===== config.mk =====
export PLATFORM = sky130hd
export DESIGN_NAME = mas_seq_ctrl
export DESIGN_NICKNAME = d
export VERILOG_FILES = /design/src/rtl/mas_pkg.sv /design/src/rtl/mas_out_slot.sv /design/src/rtl/mas_seq_ctrl.sv
export SDC_FILE = /design/constraint.sdc
export NUM_CORES = 1
export LEC_CHECK = 0
export ABC_AREA = 1
export BUFFER_PORTS_ARGS = -buffer_cell sky130_fd_sc_hd__clkbuf_2
export CAP_MARGIN = 40
export CORE_ASPECT_RATIO = 1.4
export CORE_MARGIN = 10
export CORE_UTILIZATION = 55
export CTS_BUF_LIST = sky130_fd_sc_hd__clkbuf_4
export CTS_CLUSTER_SIZE = 10
export DETAILED_ROUTE_END_ITERATION = 7
export GPL_ROUTABILITY_DRIVEN = 0
export PLACE_DENSITY = 0.86
export SETUP_SLACK_MARGIN = 0.05
export SYNTH_ARGS = -nofsm -noshare
export SYNTH_HDL_FRONTEND = slang
export SYNTH_HIERARCHICAL = 1
export SYNTH_SLANG_ARGS = --single-unit

===== constraint.sdc =====
create_clock -name clk -period 2.8 [get_ports clk]
set_input_delay 0.14 -clock clk [delete_from_list [all_inputs] [get_ports clk]]
set_output_delay 0.14 -clock clk [all_outputs]
set_load 0.01 [all_outputs]

===== src/rtl/mas_pkg.sv =====
// Shared definitions for the MAS sequencer: sequencer states and default widths.
package mas_pkg;

    localparam int W_D_DEF   = 5;
    localparam int W_O_DEF   = 4;
    localparam int CNT_W_DEF = 8;
    localparam int SEL_W     = 2;

    typedef enum logic [1:0] {
        IDLE = 2'd0,
        STG1 = 2'd1,
        STG2 = 2'd2
    } state_e;

endpackage


===== src/rtl/mas_out_slot.sv =====
// Single-entry valid/ready output holding register with a wrapping handshake counter.
module mas_out_slot
    import mas_pkg::*;
#(
    parameter int W_D   = W_D_DEF,
    parameter int W_O   = W_O_DEF,
    parameter int CNT_W = CNT_W_DEF
) (
    input  logic             clk,
    input  logic             rst_n,
    input  logic             load_i,
    input  logic [W_D-1:0]   tdout_i,
    input  logic [SEL_W-1:0] tcmp_i,
    input  logic [W_O-1:0]   dout_i,
    input  logic             ready_i,
    output logic             free_o,
    output logic             valid_o,
    output logic [W_D-1:0]   tdout_o,
    output logic [SEL_W-1:0] tcmp_o,
    output logic [W_O-1:0]   dout_o,
    output logic [CNT_W-1:0] done_cnt_o
);

    logic             valid_q, valid_d;
    logic [W_D-1:0]   tdout_q, tdout_d;
    logic [SEL_W-1:0] tcmp_q, tcmp_d;
    logic [W_O-1:0]   dout_q, dout_d;
    logic [CNT_W-1:0] cnt_q, cnt_d;

    assign free_o = !valid_q || ready_i;

    // A load in the same cycle as a handshake wins, so valid stays high with new data.
    always_comb begin
        valid_d = valid_q;
        tdout_d = tdout_q;
        tcmp_d  = tcmp_q;
        dout_d  = dout_q;
        cnt_d   = cnt_q;
        if (valid_q && ready_i) begin
            valid_d = 1'b0;
            cnt_d   = cnt_q + 1'b1;
        end
        if (load_i) begin
            valid_d = 1'b1;
            tdout_d = tdout_i;
            tcmp_d  = tcmp_i;
            dout_d  = dout_i;
        end
    end

    always_ff @(posedge clk or negedge rst_n) begin
        if (!rst_n) begin
            valid_q <= 1'b0;
            tdout_q <= '0;
            tcmp_q  <= '0;
            dout_q  <= '0;
            cnt_q   <= '0;
        end else begin
            valid_q <= valid_d;
            tdout_q <= tdout_d;
            tcmp_q  <= tcmp_d;
            dout_q  <= dout_d;
            cnt_q   <= cnt_d;
        end
    end

    assign valid_o    = valid_q;
    assign tdout_o    = tdout_q;
    assign tcmp_o     = tcmp_q;
    assign dout_o     = dout_q;
    assign done_cnt_o = cnt_q;

endmodule


===== src/rtl/mas_seq_ctrl.sv =====
// Two-stage MAS sequencer sharing one external ALU and one Q comparator between stages.
module mas_seq_ctrl
    import mas_pkg::*;
#(
    parameter int W_D   = W_D_DEF,
    parameter int W_O   = W_O_DEF,
    parameter int CNT_W = CNT_W_DEF
) (
    input  logic             clk,
    input  logic             rst_n,
    input  logic             in_valid,
    output logic             in_ready,
    input  logic [W_D-1:0]   in_din1,
    input  logic [W_D-1:0]   in_din2,
    input  logic [SEL_W-1:0] in_sel,
    input  logic [W_D-1:0]   in_q,
    output logic [SEL_W-1:0] alu_sel,
    output logic [W_D-1:0]   alu_din1,
    output logic [W_D-1:0]   alu_din2,
    input  logic [W_D-1:0]   alu_dout,
    output logic [W_D-1:0]   cmp_din,
    output logic [W_D-1:0]   cmp_q,
    input  logic [SEL_W-1:0] cmp_sel,
    output logic             out_valid,
    input  logic             out_ready,
    output logic [W_D-1:0]   out_tdout,
    output logic [SEL_W-1:0] out_tcmp,
    output logic [W_O-1:0]   out_dout,
    output logic             busy,
    output logic [CNT_W-1:0] done_cnt
);

    state_e           state_q, state_d;
    logic [W_D-1:0]   d1_q, d1_d, d2_q, d2_d, q_q, q_d, tdout_q, tdout_d;
    logic [SEL_W-1:0] sel_q, sel_d, tcmp_q, tcmp_d;
    logic             slot_free, load;

    // ALU drives depend only on registered state, keeping the external ALU loop-free.
    always_comb begin
        alu_sel  = '0;
        alu_din1 = '0;
        alu_din2 = '0;
        case (state_q)
            STG1: begin
                alu_sel  = sel_q;
                alu_din1 = d1_q;
                alu_din2 = d2_q;
            end
            STG2: begin
                alu_sel  = tcmp_q;
                alu_din1 = tdout_q;
                alu_din2 = q_q;
            end
            default: ;
        endcase
    end

    always_comb begin
        cmp_din = '0;
        cmp_q   = '0;
        case (state_q)
            STG1: begin
                cmp_din = alu_dout;
                cmp_q   = q_q;
            end
            STG2: begin
                cmp_din = tdout_q;
                cmp_q   = q_q;
            end
            default: ;
        endcase
    end

    always_comb begin
        state_d  = state_q;
        d1_d     = d1_q;
        d2_d     = d2_q;
        sel_d    = sel_q;
        q_d      = q_q;
        tdout_d  = tdout_q;
        tcmp_d   = tcmp_q;
        in_ready = 1'b0;
        load     = 1'b0;
        case (state_q)
            IDLE: begin
                in_ready = slot_free;
                if (in_valid && slot_free) begin
                    d1_d    = in_din1;
                    d2_d    = in_din2;
                    sel_d   = in_sel;
                    q_d     = in_q;
                    state_d = STG1;
                end
            end
            STG1: begin
                tdout_d = alu_dout;
                tcmp_d  = cmp_sel;
                state_d = STG2;
            end
            STG2: begin
                if (slot_free) begin
                    load    = 1'b1;
                    state_d = IDLE;
                end
            end
            default: state_d = IDLE;
        endcase
    end

    always_ff @(posedge clk or negedge rst_n) begin
        if (!rst_n) begin
            state_q <= IDLE;
            d1_q    <= '0;
            d2_q    <= '0;
            sel_q   <= '0;
            q_q     <= '0;
            tdout_q <= '0;
            tcmp_q  <= '0;
        end else begin
            state_q <= state_d;
            d1_q    <= d1_d;
            d2_q    <= d2_d;
            sel_q   <= sel_d;
            q_q     <= q_d;
            tdout_q <= tdout_d;
            tcmp_q  <= tcmp_d;
        end
    end

    mas_out_slot #(
        .W_D   (W_D),
        .W_O   (W_O),
        .CNT_W (CNT_W)
    ) u_out_slot (
        .clk        (clk),
        .rst_n      (rst_n),
        .load_i     (load),
        .tdout_i    (tdout_q),
        .tcmp_i     (tcmp_q),
        .dout_i     (alu_dout[W_O-1:0]),
        .ready_i    (out_ready),
        .free_o     (slot_free),
        .valid_o    (out_valid),
        .tdout_o    (out_tdout),
        .tcmp_o     (out_tcmp),
        .dout_o     (out_dout),
        .done_cnt_o (done_cnt)
    );

    assign busy = (state_q != IDLE) || out_valid;

endmodule


Word-level counts from Yosys, hierarchy flattened. Index checks and enable logic that the tools add are counted.

Register bits: 46. Word-level logic and storage cells: 41. Bits of input ports: 28.

Multiplexer cells: 13. Reductions and logical operators: 11. Eq/ne operators: 4. $add $sub $neg: 1.

Operators with widths (count): 5-bit case mux with 2 select lines (3); 8-bit by 1-bit adder with 8-bit output (second input constant) (1); 2-bit case mux with 3 select lines (1); 1-bit two-way mux (5); 5-bit two-way mux (1); 2-bit two-way mux (2); 2-bit inequality test (second input constant) (2); 2-bit case mux with 2 select lines (1); 2-bit AND reduction (2); 2-bit nonzero test (2); 2-bit by 1-bit == test with 1-bit output (second input constant) (1); 2-bit == test (second input constant) (1); 1-bit logical AND (2); 2-bit zero test (1); 1-bit logical OR (2); 2-bit OR reduction (1); 1-bit zero test (1).

Depth between registers and ports, before layout.
Word-level depth: 5. Gate-level depth with buffers: 9.

By module. Netlist, hierarchy kept.

Modules (own cells, without submodules): mas_seq_ctrl (cells each 178, times used 1, area an instance 1357.6 sq um, seq. area each 650.6 sq um); mas_out_slot (cells each 102, times used 1, area an instance 873.3 sq um, seq. area each 500.5 sq um).

Least setup slack after synthesis. Ideal clock, no wire load.

Path type: register -> output. Start: register state_q[0]. End: output port alu_din1[0]. Arrival time: 1.306 ns. Data required time: 2.660 ns. Path buffers: 1. Stages on the path, launching flop included: 6. Setup slack: 1.354 ns. Path through: dfrtp_1 inv_1 ha_1 buf_2 nand2_1 o21ai_0.

Word-level cells in the longest chain between the ends: 2. Elaborated cells on any way between the ends: 3.

Ends and longest elaborated chain: start, declared (RTL line mas_seq_ctrl.sv:33) `state_e state_q, state_d;`; start signal, assigned (RTL line mas_seq_ctrl.sv:120) `state_q <= state_d;`; 2-bit == test / 2-bit by 1-bit == test with 1-bit output (equally long branches) (RTL line mas_seq_ctrl.sv:43) `case (state_q)`; 5-bit case mux with 2 select lines * (RTL line mas_seq_ctrl.sv:43); end, declared (RTL line mas_seq_ctrl.sv:18) `output logic [W_D-1:0] alu_din1,`.

Every way passes the cells marked *; elsewhere a longest branch is shown, timed or not.

Worst setup path in the final report.
Start: register state_q[1]. End: output port cmp_din[3].

Word-level cells in the longest chain between the ends: 2. Elaborated cells on any way between the ends: 3.

Ends and longest elaborated chain: 2-bit == test / 2-bit by 1-bit == test with 1-bit output (equally long branches) (RTL line mas_seq_ctrl.sv:61) `case (state_q)`; 5-bit case mux with 2 select lines * (RTL line mas_seq_ctrl.sv:61); end, declared (RTL line mas_seq_ctrl.sv:21) `output logic [W_D-1:0] cmp_din,`.

Marked as above.

==> results.json <==
{
  "routed_wl_um": 5620,
  "syn2layout_area_growth_pct": 32.5,
  "grt_max_degree": 27,
  "avgSynthCellArea_um2": 7.97,
  "hold_class": "in -> reg",
  "hold_end": "u_out_slot/done_cnt_o[1]",
  "p_int_w": 0.00168,
  "vias_per_cell": 4.98,
  "die_area_um2": 7040,
  "finalSetupViolCount": 0,
  "grt_overflow": 0,
  "maxCapViolations": 0,
  "fmax_mhz": 447,
  "coreArea_um2": 3920,
  "dp_hpwl_um": 4140,
  "period_share_pct": 79.9,
  "finalMaxSlewViolations": 0,
  "grt_usage_pct": 17.0,
  "rr_worst_depth": 7,
  "layout_common_cells": "nand2_1, clkbuf_2, dfrtp_1",
  "start_kind": "flip-flop",
  "drive_gt1_share_pct": 23.5,
  "grt_antenna_before_repair": 0,
  "ys_types": 20,
  "ant_nets": 0,
  "grt_pass1_wl_um": 9570,
  "clkSinkCount": 46,
  "cp-end-kind": "output port",
  "postSynthCellCount": 280,
  "p_leak_nw": 1.70,
  "post-route-drc-count": 0,
  "vias": 2075,
  "hold_violations": 0,
  "netSwitchingPower_w": 0.00122,
  "insertion_delay_ps": 360,
  "timing.rr.end": "u_out_slot/tdout_o[2]",
  "worst_clock_skew_ps": 6.78,
  "rsz0062_at_grt": "no",
  "worstMarginPinSlew_ps": 778,
  "die_h_um": 95.4,
  "cts_root_buf": "clkbuf_4",
  "wl_per_cell_um": 13.5,
  "start_util_pct": 56.9,
  "pwr-share-clk_pct": 16.8,
  "switching_share_pct": 42.0,
  "r2r-start": "state_q[0]",
  "die_w_um": 73.8,
  "power_frac_comb_pct": 43.9,
  "final_common_cell": "nand2_1",
  "ys_ff_latch": 46,
  "dr.first_iter.drc_count": 172,
  "dr.pass1.iters": 5,
  "slew_headroom_pct": 48.2,
  "status": "finished clean",
  "yosys_warnings": 6,
  "crit_arrival_ps": 2100,
  "final_cell_area_um2": 2960,
  "rrSetupSlack_ps": 1100,
  "fin_tns_setup_ps": 0,
  "n_antenna_cell": 0,
  "pwr-share-seq_pct": 39.2,
  "path_clk_slew_ps": 130,
  "rows": 27,
  "cp.required_ps": 2660,
  "min_period_ps": 2240,
  "cts_tree": "built",
  "cts_buffer_depth": 2,
  "syn-cell-area_um2": 2230,
  "holdCritStartpoint": "out_ready",
  "power.density_nw_per_um2": 980,
  "hold_depth": 4,
  "grt_pass1_vias": 2085,
  "setup.worst_path.class": "reg -> out",
  "peakVddDrop_v": 0.000690,
  "htreeDepth": 2,
  "port-buffer-count": 71,
  "cts_buffers": 5,
  "post_cts_resized": 0,
  "yosysSeqAreaShare_pct": 51.6,
  "hold_ws_ps": 138,
  "ios": 72,
  "layoutNonFillerInstCount": 417,
  "nets": 406,
  "p_total_w": 0.00290,
  "nFillCells": 302,
  "placed_cells": 384,
  "crit_path_max_fanout": 26,
  "dpl-instance-area_um2": 2600,
  "synth_fp_nets": 313
}
stage by stage:
step | utilization (%) | setup slack, ps
after floorplan | - | 1350
after global placement | 65.7 | 1010
after detailed placement | 66.4 | 983
after CTS | 75.4 | 561
after global routing | 75.4 | 328
final | 75.4 | 562
worst max-delay path by stage:
stage	startpoint	endpoint	slack [ps]	cells after the start
2_1_floorplan	state_q[0]	alu_din1[0]	1350	5
6_report	state_q[1]	cmp_din[3]	560	5
4_1_cts	state_q[1]	cmp_din[2]	560	5
5_1_grt	state_q[1]	cmp_din[2]	330	5
3_3_place_gp	state_q[1]	cmp_din[2]	1010	5
3_5_place_dp	state_q[1]	cmp_din[2]	980	5
cell type report:
cell class	instances	area, µm²	area share (%)
Clock buffer	5	37.5	1.27
Clock inverter	3	63.8	2.16
Inverter	30	115	3.89
Multi-Input combinational cell	192	893	30.2
Sequential cell	46	1150	38.9
Tap cell	43	53.8	1.82
Timing Repair Buffer	98	641	21.7
Yosys cell counts (all sizes together):
cell type  count  area, µm²
o22ai          4       25.0
nand3         33        165
o21ai         14       70.1
buf           12       71.3
nand2        121        474
xnor2          2       17.5
inv           30        115
a21oi          2       10.0
xor2           2       17.5
dfrtp         46       1150
nor2           9       51.3
ha             5       62.6
cells by family after synthesis:
family / Yosys count / synth area share (%)
buf+inv: 42 / 8.36
fa+ha+maj: 5 / 2.80
compound gates: 20 / 4.71
flops: 46 / 51.6
xor+xnor: 4 / 1.57
simple gates: 163 / 31.0
what timing repair did:
action | CTS | global route
hold endpoints to repair | 46 | 0
setup buffers | 0 | 0
hold buffers | 25 | 0
endpoints found under the setup margin | 0 | 0
power by group through the flow:
| stage | clock (W) | sequential [W] | combinational (W) |
|---|---|---|---|
| 2_1_floorplan | 0 | 0.00117 | 0.000813 |
| 3_3_place_gp | 0 | 0.00114 | 0.00122 |
| 3_5_place_dp | 0 | 0.00115 | 0.00125 |
| 4_1_cts | 0.000498 | 0.00114 | 0.00129 |
| 5_1_grt | 0.000525 | 0.00118 | 0.00146 |
| 6_report | 0.000488 | 0.00114 | 0.00127 |
per-layer routing:
metal  vias up  global-route usage (%)  wire, µm
li1       1049                       -         -
met1       953                    18.3      2180
met2        65                    30.5      2960
met3         8                    4.78       366
met4         0                    6.23       112
met5         -                       0         0
critical path, cell delays in order (launching register included):
cell and delay [ps]:
dfrtp_1 410, inv_1 110, ha_1 670, nand2_1 150
a21oi_1 220, clkbuf_2 170
sequential cells by signal, indices dropped and copies added (netlist names):
signal / flops
d2_q: 5
q_q: 5
u_out_slot/tcmp_o: 2
tcmp_q: 2
u_out_slot/valid_o: 1
state_q: 2
tdout_q: 5
u_out_slot/dout_o: 4
d1_q: 5
sel_q: 2
u_out_slot/done_cnt_o: 8
u_out_slot/tdout_o: 5
(Power assumes the default switching activity.)
